<file path="config.mk">
export PLATFORM = sky130hd
export DESIGN_NAME = motor_pwm4
export DESIGN_NICKNAME = d
export VERILOG_FILES = /design/src/rtl/motor_pwm4_pkg.sv /design/src/rtl/motor_pwm4_pwm_channel.sv /design/src/rtl/motor_pwm4.sv
export SDC_FILE = /design/constraint.sdc
export NUM_CORES = 1
export LEC_CHECK = 0
export CAP_MARGIN = 20
export CORE_ASPECT_RATIO = 0.75
export CORE_MARGIN = 5
export CORE_UTILIZATION = 30
export CTS_CLUSTER_DIAMETER = 60
export CTS_CLUSTER_SIZE = 28
export DETAILED_ROUTE_END_ITERATION = 10
export PLACE_DENSITY = 0.55
export SLEW_MARGIN = 10
export SYNTH_ARGS = -nofsm -noshare
export SYNTH_HDL_FRONTEND = slang
export SYNTH_SLANG_ARGS = --single-unit
</file>
<file path="constraint.sdc">
create_clock -name Clk -period 2.1 [get_ports Clk]
set_input_delay 0.42 -clock Clk [delete_from_list [all_inputs] [get_ports Clk]]
set_output_delay 0.42 -clock Clk [all_outputs]
set_load 0.1 [all_outputs]
</file>
<file path="src/rtl/motor_pwm4_pkg.sv">
// motor_pwm4_pkg: register map, measurement FSM states and bridge drive codes
package motor_pwm4_pkg;
  localparam logic [2:0] ADDR_CONT  = 3'd0;
  localparam logic [2:0] ADDR_TIME  = 3'd1;
  localparam logic [2:0] ADDR_DUTY0 = 3'd2;
  localparam logic [2:0] ADDR_REQ   = 3'd6;
  localparam logic [2:0] ADDR_MEAS  = 3'd7;
  typedef enum logic [1:0] {IDLE, WAIT_WRAP, DEAD, MEAS} measState_t;
  typedef enum logic [1:0] {COAST = 2'b00, FWD = 2'b01, REV = 2'b10, BRAKE = 2'b11} pwmCont_t;
  function automatic logic [1:0] lowIdx(input logic [3:0] v);
    return v[0] ? 2'd0 : v[1] ? 2'd1 : v[2] ? 2'd2 : 2'd3;
  endfunction
endpackage

</file>
<file path="src/rtl/motor_pwm4_pwm_channel.sv">
// pwm_channel: one axis duty shadow/active pair and registered PWM compare
module pwm_channel
  import motor_pwm4_pkg::*;
#(
  parameter int TW = 8
) (
  input  logic          Clk,
  input  logic          ResetN,
  input  logic          dutyWr,
  input  logic [TW-1:0] dutyIn,
  input  logic          wrap,
  input  logic [TW-1:0] count,
  output logic [TW-1:0] dutyBuf,
  output logic          pwm
);
  logic [TW-1:0] dutyAct;
  always_ff @(posedge Clk or negedge ResetN) begin
    if (!ResetN) begin
      dutyBuf <= '0;
      dutyAct <= '0;
      pwm     <= 1'b0;
    end else begin
      if (dutyWr) dutyBuf <= dutyIn;
      if (wrap) dutyAct <= dutyBuf;
      pwm <= count < dutyAct;
    end
  end
endmodule

</file>
<file path="src/rtl/motor_pwm4.sv">
// motor_pwm4: four-axis PWM generator with sequenced BEMF measurement windows
module motor_pwm4
  import motor_pwm4_pkg::*;
#(
  parameter int TW = 8
) (
  input  logic        Clk,
  input  logic        ResetN,
  input  logic [2:0]  Addr,
  input  logic [15:0] DataWr,
  output logic [15:0] DataRd,
  input  logic        En,
  input  logic        Rd,
  input  logic        Wr,
  output logic [3:0]  PwmOut,
  output logic [7:0]  PwmCont,
  output logic [3:0]  AxisActive,
  output logic [3:0]  AxisMeasure,
  input  logic        SampleDone,
  output logic        IntStatus,
  input  logic        IntReset
);
  logic [TW-1:0] period, prescale, dead, window, preCnt, count, dCnt;
  logic [TW-1:0] dutyBuf [4];
  logic [3:0] pending, timeout, reqWr, selMask, clrMask;
  logic [1:0] sel, dIdx;
  logic [15:0] rdMux;
  logic wrEn, tick, wrap, finish, success, keep, reqAgain;
  measState_t state;
  always_comb begin
    wrEn    = En && Wr;
    tick    = preCnt >= prescale;
    wrap    = tick && count >= period;
    reqWr   = (wrEn && Addr == ADDR_REQ) ? DataWr[3:0] : 4'b0;
    selMask = 4'b1 << sel;
    success = state == MEAS && SampleDone;
    finish  = state == MEAS && (SampleDone || dCnt == '0 || (tick && dCnt == TW'(1)));
    keep    = reqAgain || |(reqWr & selMask);
    clrMask = (finish && !keep) ? selMask : 4'b0;
    dIdx    = 2'(Addr - ADDR_DUTY0);
    rdMux   = Addr == ADDR_CONT ? 16'(PwmCont)
            : Addr == ADDR_TIME ? (16'(prescale) << 8) | 16'(period)
            : Addr == ADDR_REQ  ? {4'b0, state, sel, timeout, pending}
            : Addr == ADDR_MEAS ? (16'(window) << 8) | 16'(dead)
            : 16'(dutyBuf[dIdx]);
    DataRd  = (En && Rd) ? rdMux : 16'b0;
  end
  for (genvar i = 0; i < 4; i++) begin : g_ch
    pwm_channel #(.TW(TW)) uCh (
      .Clk     (Clk),
      .ResetN  (ResetN),
      .dutyWr  (wrEn && Addr == ADDR_DUTY0 + 3'(i)),
      .dutyIn  (DataWr[TW-1:0]),
      .wrap    (wrap),
      .count   (count),
      .dutyBuf (dutyBuf[i]),
      .pwm     (PwmOut[i])
    );
  end
  always_ff @(posedge Clk or negedge ResetN) begin
    if (!ResetN) begin
      preCnt <= '0;
      count  <= '0;
    end else begin
      preCnt <= tick ? '0 : preCnt + 1'b1;
      if (tick) count <= wrap ? '0 : count + 1'b1;
    end
  end
  always_ff @(posedge Clk or negedge ResetN) begin
    if (!ResetN) begin
      PwmCont  <= '0;
      period   <= '1;
      prescale <= '0;
      dead     <= '0;
      window   <= '0;
    end else if (wrEn) begin
      if (Addr == ADDR_CONT) PwmCont <= DataWr[7:0];
      if (Addr == ADDR_TIME) begin
        period   <= DataWr[TW-1:0];
        prescale <= DataWr[8 +: TW];
      end
      if (Addr == ADDR_MEAS) begin
        dead   <= DataWr[TW-1:0];
        window <= DataWr[8 +: TW];
      end
    end
  end
  // a re-request of the axis in service survives its completion so it is serviced again
  always_ff @(posedge Clk or negedge ResetN) begin
    if (!ResetN) begin
      state       <= IDLE;
      sel         <= '0;
      dCnt        <= '0;
      pending     <= '0;
      timeout     <= '0;
      reqAgain    <= 1'b0;
      AxisActive  <= '1;
      AxisMeasure <= '0;
      IntStatus   <= 1'b0;
    end else begin
      pending   <= (pending & ~clrMask) | reqWr;
      IntStatus <= finish || (IntStatus && !IntReset);
      reqAgain  <= state != IDLE && !finish && keep;
      case (state)
        IDLE: if (|pending) begin
          sel   <= lowIdx(pending);
          state <= WAIT_WRAP;
        end
        WAIT_WRAP: if (wrap) begin
          AxisActive[sel] <= 1'b0;
          dCnt            <= dead;
          state           <= DEAD;
        end
        DEAD: if (dCnt == '0 || (tick && dCnt == TW'(1))) begin
          AxisMeasure[sel] <= 1'b1;
          dCnt             <= window;
          state            <= MEAS;
        end else if (tick) dCnt <= dCnt - 1'b1;
        MEAS: if (finish) begin
          AxisMeasure[sel] <= 1'b0;
          AxisActive[sel]  <= 1'b1;
          timeout[sel]     <= !success;
          state            <= IDLE;
        end else if (tick) dCnt <= dCnt - 1'b1;
        default: state <= IDLE;
      endcase
    end
  end
endmodule

</file>
==> impl_metrics.tcl <==
set metrics [dict create \
    violations "setup timing" \
    fp.dieW_um 204 \
    nets 1061 \
    seq_area_um2 3870 \
    fmax_mhz 390 \
    required_ns 1.68 \
    antenna_left 0 \
    ys.warnings.count 0 \
    final_common_cell "dfrtp_1" \
    synth_nets 844 \
    syn2layout_area_growth_pct 50.3 \
    gp_congestion 0.871 \
    synth_edf_count 0 \
    post-place-ws_ns -0.724 \
    ir_worst_vdd_mv 0.667 \
    grt_pass1_wl_mm 40.3 \
    dieArea_um2 31600 \
    final_cells 1380 \
    placedCellCount 1304 \
    placed_area_um2 11100 \
    cts-buffers-inserted 17 \
    clkLatencyLatePin_ns 0.43 \
    clkTransAtPathRegs_ns 0.07 \
    synth.avg_cell_area_um2 11.0 \
    maxSlewHeadroom 0.602 \
    io_pins 63 \
    fp-row-count 53 \
    layout_setup_ws_ns -0.465 \
    globalRouteTotalUtil 0.165 \
    multi_input_area_um2 5110 \
    tns_ns -16.26 \
    hold_viol 0 \
    port_buffers 62 \
    power_mw 15.5 \
    max_cap_violations 0 \
    min_path_type "in -> async" \
    ys_seq_area_frac 0.458 \
    drtIter0Drc 421 \
    synth_ff_type "dfrtp_1" \
    root_buffer "clkbuf_16" \
    syn_inst 765 \
    vias 6740 \
    final_cell_mix "dfrtp_1, buf_4, mux2_2, nand2_1, inv_1" \
    detail_route.wl_per_cell_um 18.8 \
    p_leak_nw 5.62 \
    start_util 0.303 \
    antenna_found_initial 0 \
    final_area_um2 12700 \
    drc 0 \
    worst_clock_skew_ns 0.0116 \
    core_area_um2 27900 \
    endpoint_kind "output port" \
    synth_cell_types 66 \
    diodes 0 \
    drt_pass1_iterations 4 \
    final_util 0.455 \
    setup_violations 70 \
    synth_area_um2 8450 \
    crit_fanout 2 \
    via_per_inst 4.88 \
    p_per_area_nw_per_um2 1220 \
    status "complete, but fails checks" \
    tritoncts "built" \
    rsz0062_at_grt "true" \
    start_kind "flip-flop" \
    n_fill_cell 2577 \
    min_period_ns 2.56 \
    synthArstFlopShare 1.00 \
    finalMaxSlewViolations 0 \
    dp_hpwl_mm 18.7 \
    fin_crit_sh 1.22 \
    tightestPinTransition_ns 0.595 \
    arrival_ns 2.14 \
    overflow 0 \
    path_class "reg -> out" \
    clockBufferDepth 2 \
    clock-sinks 154 \
    fin_hold_ws_ns 0.416 \
    synth_seq_cells 154 \
    drive_gt1_frac 0.496 \
    grt_max_degree 59 \
    wl_mm 26.0 \
    die_height_um 155 \
    grt_pass1_vias 6799 \
    htreeDepth 4 \
]
==> critical path, cell delays in order, from the launching register on <==
cell      delay (ns)
dfrtp_1         0.39
nand3b_1        0.12
o21ai_1         0.07
a32oi_1         0.16
nand2_1         0.10
a221oi_2        0.24
nand3_2         0.14
a211oi_4        0.28
buf_12          0.21
==> report_power, final <==
| group | switching [mW] | internal [mW] | leakage [nW] | total, mW |
|---|---|---|---|---|
| logic | 4.38 | 3.48 | 3.39 | 7.87 |
| clock network | 1.43 | 1.72 | 0.296 | 3.16 |
| registers | 0.682 | 3.81 | 1.93 | 4.49 |
| total | 6.50 | 9.02 | 5.62 | 15.5 |
==> cell usage after synthesis (4+ instances only) <==
| library cell | number | area [um2] |
|---|---|---|
| dfrtp_1 | 142 | 3550 |
| mux2_2 | 96 | 1080 |
| ha_1 | 53 | 663 |
| inv_1 | 53 | 199 |
| nand2_1 | 53 | 199 |
| nor2_1 | 51 | 191 |
| o21ai_0 | 36 | 180 |
| nor3_1 | 24 | 120 |
| a21oi_1 | 23 | 115 |
| nand3_1 | 15 | 75.1 |
| clkbuf_1 | 13 | 48.8 |
| a21o_1 | 12 | 90.1 |
| buf_2 | 12 | 60.1 |
| dfstp_2 | 12 | 315 |
| mux2i_1 | 9 | 90.1 |
| o2bb2ai_1 | 9 | 78.8 |
| mux4_2 | 8 | 180 |
| nand2b_1 | 8 | 50.1 |
| nor2b_1 | 8 | 50.1 |
| a211oi_1 | 7 | 52.6 |
| buf_4 | 7 | 52.6 |
| a221oi_1 | 6 | 52.6 |
| a22oi_1 | 6 | 45.0 |
| nand4_1 | 6 | 37.5 |
| o21a_1 | 6 | 45.0 |
| xor2_1 | 6 | 52.6 |
| a211o_1 | 5 | 43.8 |
| a22o_1 | 5 | 43.8 |
| and3_1 | 5 | 31.3 |
| a32o_1 | 4 | 40.0 |
| and2_1 | 4 | 25.0 |
| nor4bb_1 | 4 | 40.0 |
==> registers in the layout, summed over array words and instances (netlist names), named ones only <==
register and cells:
IntStatus 1, PwmCont 8, count 8, dCnt 8
dead 8, g_ch.uCh.dutyAct 32, g_ch.uCh.dutyBuf 32, g_ch.uCh.pwm 4
pending 4, period 8, preCnt 8, prescale 8
reqAgain 1, sel 2, state 2, timeout 4
window 8
==> per-layer routing <==
layer / track usage / wire length [um]
met5: 0 / 0
met1: 0.258 / 13500
met4: 0.0398 / 354
met2: 0.234 / 11000
met3: 0.0308 / 1100
==> kinds of logic after synthesis <==
family / after synthesis / synth area share
XOR/XNOR: 8 / 0.00830
AO/OA/AOI/OAI: 148 / 0.127
AND/OR/NAND/NOR: 199 / 0.120
multiplexers: 116 / 0.165
adder cells (fa/ha/maj): 53 / 0.0785
flip-flops: 154 / 0.458
buffers and inverters: 87 / 0.0435
==> what timing repair did <==
item,in CTS,in global routing
setup endpoints to repair,118,83
buffers inserted,28,15
cloned,5,0
hold endpoints to repair,21,0
pin swaps,49,38
gates resized for setup,103,62
hold buffers,1,0
==> area by class of cell <==
class,instances,share of cell area
timing repair buffer,232,0.192
clock buffer,18,0.0346
multi-input combinational,524,0.403
tap,385,0.0379
inverter,53,0.0157
clock inverter,14,0.0117
sequential,154,0.305
==> worst paths after layout <==
kind | end | from | depth (start not counted) | slack, ns
setup / recovery | DataRd[7] | dead[7] | 8 | -0.46
hold / removal | g_ch[0].uCh.pwm | ResetN | 2 | 0.42
setup reg to reg | dCnt[3] | period[6] | 9 | -0.38
hold reg to reg | dCnt[6] | dCnt[6] | 1 | 0.50
max in group asynchronous | count[2] | ResetN | 3 | 1.02
min in group Clk | dCnt[6] | dCnt[6] | 1 | 0.50
Note: power is estimated with default switching activity, not from simulation.
